### config.mk
export PLATFORM = sky130hd
export DESIGN_NAME = fetch_stage_flat
export DESIGN_NICKNAME = d
export VERILOG_FILES = /design/src/rtl/fetch_stage_if.sv /design/src/rtl/fetch_stage.sv /design/src/flat_wrapper.sv
export SDC_FILE = /design/constraint.sdc
export NUM_CORES = 1
export LEC_CHECK = 0
export CELL_PAD_IN_SITES_DETAIL_PLACEMENT = 0
export CELL_PAD_IN_SITES_GLOBAL_PLACEMENT = 2
export CORE_MARGIN = 3
export CORE_UTILIZATION = 24
export CTS_BUF_LIST = sky130_fd_sc_hd__clkbuf_16
export CTS_CLUSTER_SIZE = 28
export DETAILED_ROUTE_END_ITERATION = 8
export MAX_ROUTING_LAYER = met4
export PLACE_DENSITY = 0.8
export SLEW_MARGIN = 20
export SYNTH_ARGS = -nofsm -noshare
export SYNTH_HDL_FRONTEND = slang
export SYNTH_SLANG_ARGS = --single-unit
### constraint.sdc
create_clock -name clk -period 2.1 [get_ports clk]
set_input_delay 0.42 -clock clk [delete_from_list [all_inputs] [get_ports clk]]
set_output_delay 0.42 -clock clk [all_outputs]
set_load 0.03 [all_outputs]
### src/rtl/fetch_stage_if.sv
// Instruction-memory request/response bus between the fetch stage and imem.
interface fetch_stage_if;
    logic        imem_req;
    logic [31:0] imem_addr;
    logic        imem_ready;
    logic [31:0] imem_rdata;

    modport master (output imem_req, imem_addr, input imem_ready, imem_rdata);
    modport slave  (input imem_req, imem_addr, output imem_ready, imem_rdata);
endinterface

### src/rtl/fetch_stage.sv
// RV32I instruction fetch stage with IF/ID register, stall hold and branch redirect/flush.
module fetch_stage #(
    parameter logic [31:0] RESET_PC  = 32'h0000_0000,
    parameter logic [31:0] NOP_INSTR = 32'h0000_0013
) (
    input  logic                 clk,
    input  logic                 rst,
    fetch_stage_if.master        imem,
    input  logic                 stall,
    input  logic                 branch_taken,
    input  logic [31:0]          branch_target,
    output logic                 if_valid,
    output logic [31:0]          if_instr,
    output logic [31:0]          if_pc,
    output logic [6:0]           opcode,
    output logic [15:0]          fetch_count
);
    typedef enum logic [1:0] {IDLE, FETCH, STALLED} state_t;

    state_t      state, state_nxt;
    logic [31:0] pc;
    logic        req;
    logic        xfer;

    always_comb begin
        state_nxt = state;
        req       = 1'b0;
        case (state)
            IDLE:    state_nxt = FETCH;
            FETCH: begin
                req = !(stall && if_valid);
                if (stall && if_valid) state_nxt = STALLED;
            end
            STALLED: if (!stall) state_nxt = FETCH;
            default: state_nxt = IDLE;
        endcase
        if (branch_taken) state_nxt = FETCH;
    end

    assign xfer           = req && imem.imem_ready;
    assign imem.imem_req  = req;
    assign imem.imem_addr = pc;
    assign opcode         = if_instr[6:0];

    always_ff @(posedge clk) begin
        if (rst) begin
            state       <= IDLE;
            pc          <= RESET_PC;
            if_instr    <= NOP_INSTR;
            if_pc       <= 32'h0;
            if_valid    <= 1'b0;
            fetch_count <= 16'h0;
        end else begin
            state <= state_nxt;
            // A redirect squashes whatever completes this cycle, uncounted.
            if (branch_taken) begin
                pc       <= {branch_target[31:2], 2'b00};
                if_valid <= 1'b0;
                if_instr <= NOP_INSTR;
            end else if (req) begin
                if (xfer) begin
                    if_instr    <= imem.imem_rdata;
                    if_pc       <= pc;
                    if_valid    <= 1'b1;
                    pc          <= pc + 32'd4;
                    fetch_count <= fetch_count + 16'd1;
                end else begin
                    if_valid <= 1'b0;
                end
            end
        end
    end
endmodule

### src/flat_wrapper.sv
// flat-port wrapper written by rule: the top's interface ports become plain ports
module fetch_stage_flat 
#(
    parameter logic [31:0] RESET_PC  = 32'h0000_0000,
    parameter logic [31:0] NOP_INSTR = 32'h0000_0013
)
  (clk, rst, stall, branch_taken, branch_target, if_valid, if_instr, if_pc, opcode, fetch_count, imem_imem_req, imem_imem_addr, imem_imem_ready, imem_imem_rdata);
  fetch_stage_if imem_i ();
  input  logic clk;
  input  logic rst;
  input  logic stall;
  input  logic branch_taken;
  input  logic [31:0] branch_target;
  output logic if_valid;
  output logic [31:0] if_instr;
  output logic [31:0] if_pc;
  output logic [6:0] opcode;
  output logic [15:0] fetch_count;
  output wire logic [$bits(imem_i.imem_req)-1:0] imem_imem_req;
  output wire logic [$bits(imem_i.imem_addr)-1:0] imem_imem_addr;
  input wire logic [$bits(imem_i.imem_ready)-1:0] imem_imem_ready;
  input wire logic [$bits(imem_i.imem_rdata)-1:0] imem_imem_rdata;
  assign imem_imem_req = imem_i.imem_req;
  assign imem_imem_addr = imem_i.imem_addr;
  assign imem_i.imem_ready = imem_imem_ready;
  assign imem_i.imem_rdata = imem_imem_rdata;
  fetch_stage #(.RESET_PC(RESET_PC), .NOP_INSTR(NOP_INSTR)) u_core (.clk(clk), .rst(rst), .imem(imem_i), .stall(stall), .branch_taken(branch_taken), .branch_target(branch_target), .if_valid(if_valid), .if_instr(if_instr), .if_pc(if_pc), .opcode(opcode), .fetch_count(fetch_count));
endmodule
# == Word level (Yosys, flattened, before mapping) ==
# Index checks and enable logic that the tools add are counted.
# word_totals
mem_bits_ro,0
out_inout_bits,121
mem_count,0
reg_bits,115
latchBits,0
input_bits,69
ramBits,0
# op_classes
shift,0
muxes,9
n_eq_ne,6
add_sub_neg,2
magnitude_cmp,0
div_mod_pow,0
multipliers,0
bitwise,1
reduce_logical,12
# ops
operator,count
32-bit 2-to-1 mux,3
"32-bit by 3-bit adder with 32-bit output, second input constant",1
"16-bit by 1-bit adder with 16-bit output, second input constant",1
2-bit AND reduction,4
2-bit one-hot mux with 3 select lines,1
2-bit 2-to-1 mux,2
2-bit nonzero test,2
1-bit 2-to-1 mux,3
"3-bit by 2-bit inequality test with 1-bit output, second input constant",1
"3-bit inequality test, second input constant",1
3-bit AND reduction,1
"2-bit by 1-bit == test with 1-bit output, second input constant",1
"2-bit == test, second input constant",1
1-bit logical AND,2
2-bit logical NOT,1
"2-bit by 1-bit inequality test with 1-bit output, second input constant",1
"2-bit inequality test, second input constant",1
2-bit OR reduction,1
1-bit logical NOT,1
1-bit NOT,1

# == Longest topological paths before layout ==
# logic_depth
word_depth,7
ltp_mapped,8
mapped_depth_nobuf,5

# == Least setup slack after synthesis ==
# OpenSTA, ideal clock, no wires.
# synth_path
path_type,reg2reg
startpoint,register u_core.pc[19] (netlist: u_core.imem.imem_addr[19])
endpoint,register u_core.pc[28] (netlist: u_core.imem.imem_addr[28])
slack_ns,0.015
t_arrival_ns,1.973
stages_incl_launch_ff,6
path_cell_list,dfxtp_1 > buf_2 > nand4_1 > or2_2 > o41a_1 > a2111oi_1
# synth_via
elab_chain_len,4
# synth_rtl
item,line,source
start: declaration,fetch_stage.sv:21,logic [31:0] pc;
start signal: assignment,fetch_stage.sv:57,"pc <= {branch_target[31:2], 2'b00};"
start signal: assignment,fetch_stage.sv:65,pc <= pc + 32'd4;
32-bit by 3-bit adder with 32-bit output,fetch_stage.sv:65,
32-bit 2-to-1 mux,fetch_stage.sv:61,if (xfer) begin
32-bit 2-to-1 mux,fetch_stage.sv:60,end else if (req) begin
32-bit 2-to-1 mux,fetch_stage.sv:56,if (branch_taken) begin
# No other way between the ends. The select of a mux whose other input is x is not followed.
# A chain may end at the register's enable or synchronous reset.

# == Final worst setup path ==
# layout_path
startpoint,register u_core.pc[4] (netlist: u_core.imem.imem_addr[4])
endpoint,output port imem_imem_addr[4]
# layout_rtl
item,line,source
end: declaration,flat_wrapper.sv:20,output wire logic [$bits(imem_i.imem_addr)-1:0] imem_imem_addr;
# No word-level cell between the ends.

==> summary.md <==
| Metric | Value |
|---|---|
| Outcome | completed |
| Crit path max fanout | 5 |
| Worst Skew | between 0.009 and 0.01 ns |
| Post-DP HPWL | 14.1 mm |
| Critical Path RT | 1.68 ns |
| Async S/R FF share, synth | 0% |
| Final-report hold violation count | 0 |
| WL/cell | 16.7 microns |
| Post-layout nets | ~940 |
| Number of max-cap violations | 0 |
| Core Util, Final | 38.1% |
| Setup crit start kind | flop |
| WP data arrival | 1.61 ns |
| Post-CTS Hold Fix Bufs | 0 |
| Fill count | 2,247 |
| Pre-CTS setup slack | -0.304 ns |
| First-pass GRT wire length | 30.3 mm |
| Area leader, netlist | dfxtp_1 |
| CTS tree | done |
| Simple-gate portion of the synthesized area | ~30% |
| Ys flop type | dfxtp_1 |
| Slowest-stage cell, CP | clkdlybuf4s50_1 |
| Compound-Gate Fraction of Synth Area | 17.7% |
| Power per standard cell area | 608 mW/mm^2 |
| Overflow after GRT | 0 |
| DRT Wirelength | 19.2 mm |
| Share of post-route cells with drive strength above 1 | 12.6% |
| Initial antenna violation count | 1 |
| Crit path time final | 2.03 ns |
| H-Tree Depth | 3 |
| Starting density of the core | 24.5% |
| Num CTS Buffers | 9 |
| Post-synth cell types | 55 |
| Vias in the first global route | 5,443 |
| CORE AREA | approximately 0.021 sq mm |
| Worst skew pair latency | 0.36 ns |
| Hold path start | u_core.if_instr[22] |
| Most frequent cell after synthesis | nand2_1 |
| Antenna viol nets, final | 0 |
| Mean Syn Cell Area | 7.86 sq um |
| Register area share after synthesis | 43.0% |
| Final setup viols | 0 |
| Area contributors post-synth | dfxtp_1 43%, nand2_1 11%, a21oi_1 7.3% |
| Crit path cell chain | buf_4, clkdlybuf4s50_1 |
| Adder-Cell Fraction of Synth Area | 0.484% |
| Final Max Tran Viols | 0 |
| Chip height | 153 microns |
| Boundary pin count | 190 |
| RSZ-0062 raised after global routing | no |
| Hold WS | around 0.45 ns |
| Reg clk slew, reported paths | 0.08 ns |
| Critical path class | reg -> out |
| Hold Path Class | reg -> reg |
| Yosys reg bits | ~110 |
| Via-to-Cell Ratio | between 4 and 5 |
| CTS root buf | clkbuf_16 |
| Yosys warnings | 0 |
| Total GRT Usage | 16.5% |
| Largest family of logic cells by synthesized area | simple AND/OR/NAND/NOR gates |
| Clk sinks | 111 |
| Row count | 53 |
| First-pass DRT Iterations | 6 |
| VDD IR-drop max | 0.450 mV |
| Post-synth top cells | 152 x nand2_1, 111 x dfxtp_1, 75 x a21oi_1 |
| Largest net degree at the start of global routing | 89 |
| Initial DRC Count | 261 |
| R2r startpoint | u_core.imem.imem_addr[8] |
| Final period util | 96.8% |
| Final setup margin | 0.0675 ns |
| DRC violation count after routing | 0 |
| Max Freq | 492 MHz |
| Die ar. | 0.0233 sq mm |
| Post-synth EDFFs | 0 |
| Synth Cell Area | 0.00517 sq mm |
| FF-to-FF path depth | 5 |
| Synth Instances | about 660 |
| Final Power | 4.89 mW |
| Clock buffer depth | 2 |
| XOR/XNOR Fraction of Synth Area | less than 1% |
| Reg2reg end | u_core.imem.imem_addr[18] |
| Port Buffers | approximately 180 |
| Min-Delay Path Depth | 2 |
| Final GP Congestion | 0.816 |
| Hold EP | u_core.if_instr[22] |
| Yosys top cell area share | 43.0% |
| Area Overhead vs Synth | 55.4% |
| Via count | 5,492 |
| Critical path capture point type | primary output |
| Multiplexer share of the synthesized area | about 1.1% |
| Leak Pwr | around 2.8 nW |
| Die W | 153 microns |
| CP max stage delay | 0.68 ns |
| Reg2Reg Setup Slack | 0.21 ns |
-- logic make-up after synthesis --
logic type	count (synthesis)
AOI/OAI and AO/OA	140
xor gates and xnor gates	5
other	1
adders and majority gates	2
DFF	111
and+or+nand+nor	325
muxes	5
buffers and inverters	69
-- worst max-delay path by stage --
stage                              start                        end  slack (ns)
2_1_floorplan  u_core.imem.imem_addr[19]  u_core.imem.imem_addr[28]        0.02
3_3_place_gp             imem_imem_ready  u_core.imem.imem_addr[29]       -0.20
3_5_place_dp             imem_imem_ready     u_core.fetch_count[15]       -0.30
4_1_cts        u_core.imem.imem_addr[23]         imem_imem_addr[23]       0.006
5_1_grt                  imem_imem_ready     u_core.fetch_count[15]        0.01
6_report        u_core.imem.imem_addr[4]          imem_imem_addr[4]        0.07
-- registers in the layout (all words and copies together), names as in the netlist --
signal	flops
u_core.fetch_count	16
u_core.state	2
u_core.if_valid	1
u_core.if_pc	30
u_core.imem.imem_addr	30
u_core.if_instr	32
-- power by group --
group	switching (mW)	internal (mW)
Combinational	0.489	0.410
Clock	0.826	0.919
Sequential	0.0642	2.18
Total	1.38	3.51
-- placed cells by master, fill, tap and decap left out, types with 13 or more instances in the layout --
master           count
a21oi_1             75
a311oi_1            13
buf_4               70
clkdlybuf4s50_1    178
dfxtp_1            111
nand2_1            152
nand3_1             21
nand4_1             14
nor2_1              45
nor2b_1             15
nor4_1              16
o31ai_1             15
-- metrics by stage --
stage / cell area, sq um / std cells / TNS [ns]
2_1_floorplan: 5180 / 661 / 0
3_3_place_gp: 7720 / 1135 / -4.61
3_5_place_dp: 7720 / 1135 / -5.57
4_1_cts: 8010 / 1151 / 0
5_1_grt: 8030 / 1152 / 0
6_report: 8030 / 1152 / 0
-- critical path: cells and delay by family (launching register included) --
family	cells	cell delay, ns
flip-flops	1	0.41
buffers and inverters	2	0.85
-- area by class of cell --
| type | instances | area (sq um) | share of cell area [%] |
|---|---|---|---|
| clock buffer | 9 | 225 | 2.80 |
| antenna | 1 | 2.50 | 0.0312 |
| timing repair buffer | 259 | 2490 | 31.0 |
| tap | 275 | 344 | 4.28 |
| inverter | 9 | 33.8 | 0.421 |
| clock inverter | 7 | 65.1 | 0.810 |
| multi-input combinational | 481 | 2650 | 33.0 |
| sequential | 111 | 2220 | 27.7 |
-- routing by layer --
metal / routed length, microns / global-route usage, % / vias to the layer above
met5: 0 / - / -
met4: 228 / 3.65 / 0
met3: 1650 / 6.22 / 14
met2: 8670 / 25.5 / 171
met1: 8640 / 20.5 / 2559
li1: - / - / 2748
-- what timing repair did --
| action | 4_1_cts | 5_1_grt |
|---|---|---|
| gates resized for setup | 0 | 6 |
| hold endpoints to repair | 0 | 0 |
| setup buffers | 0 | 0 |
| setup endpoints to repair | 0 | 8 |
Power figures use the tool's default switching activity.
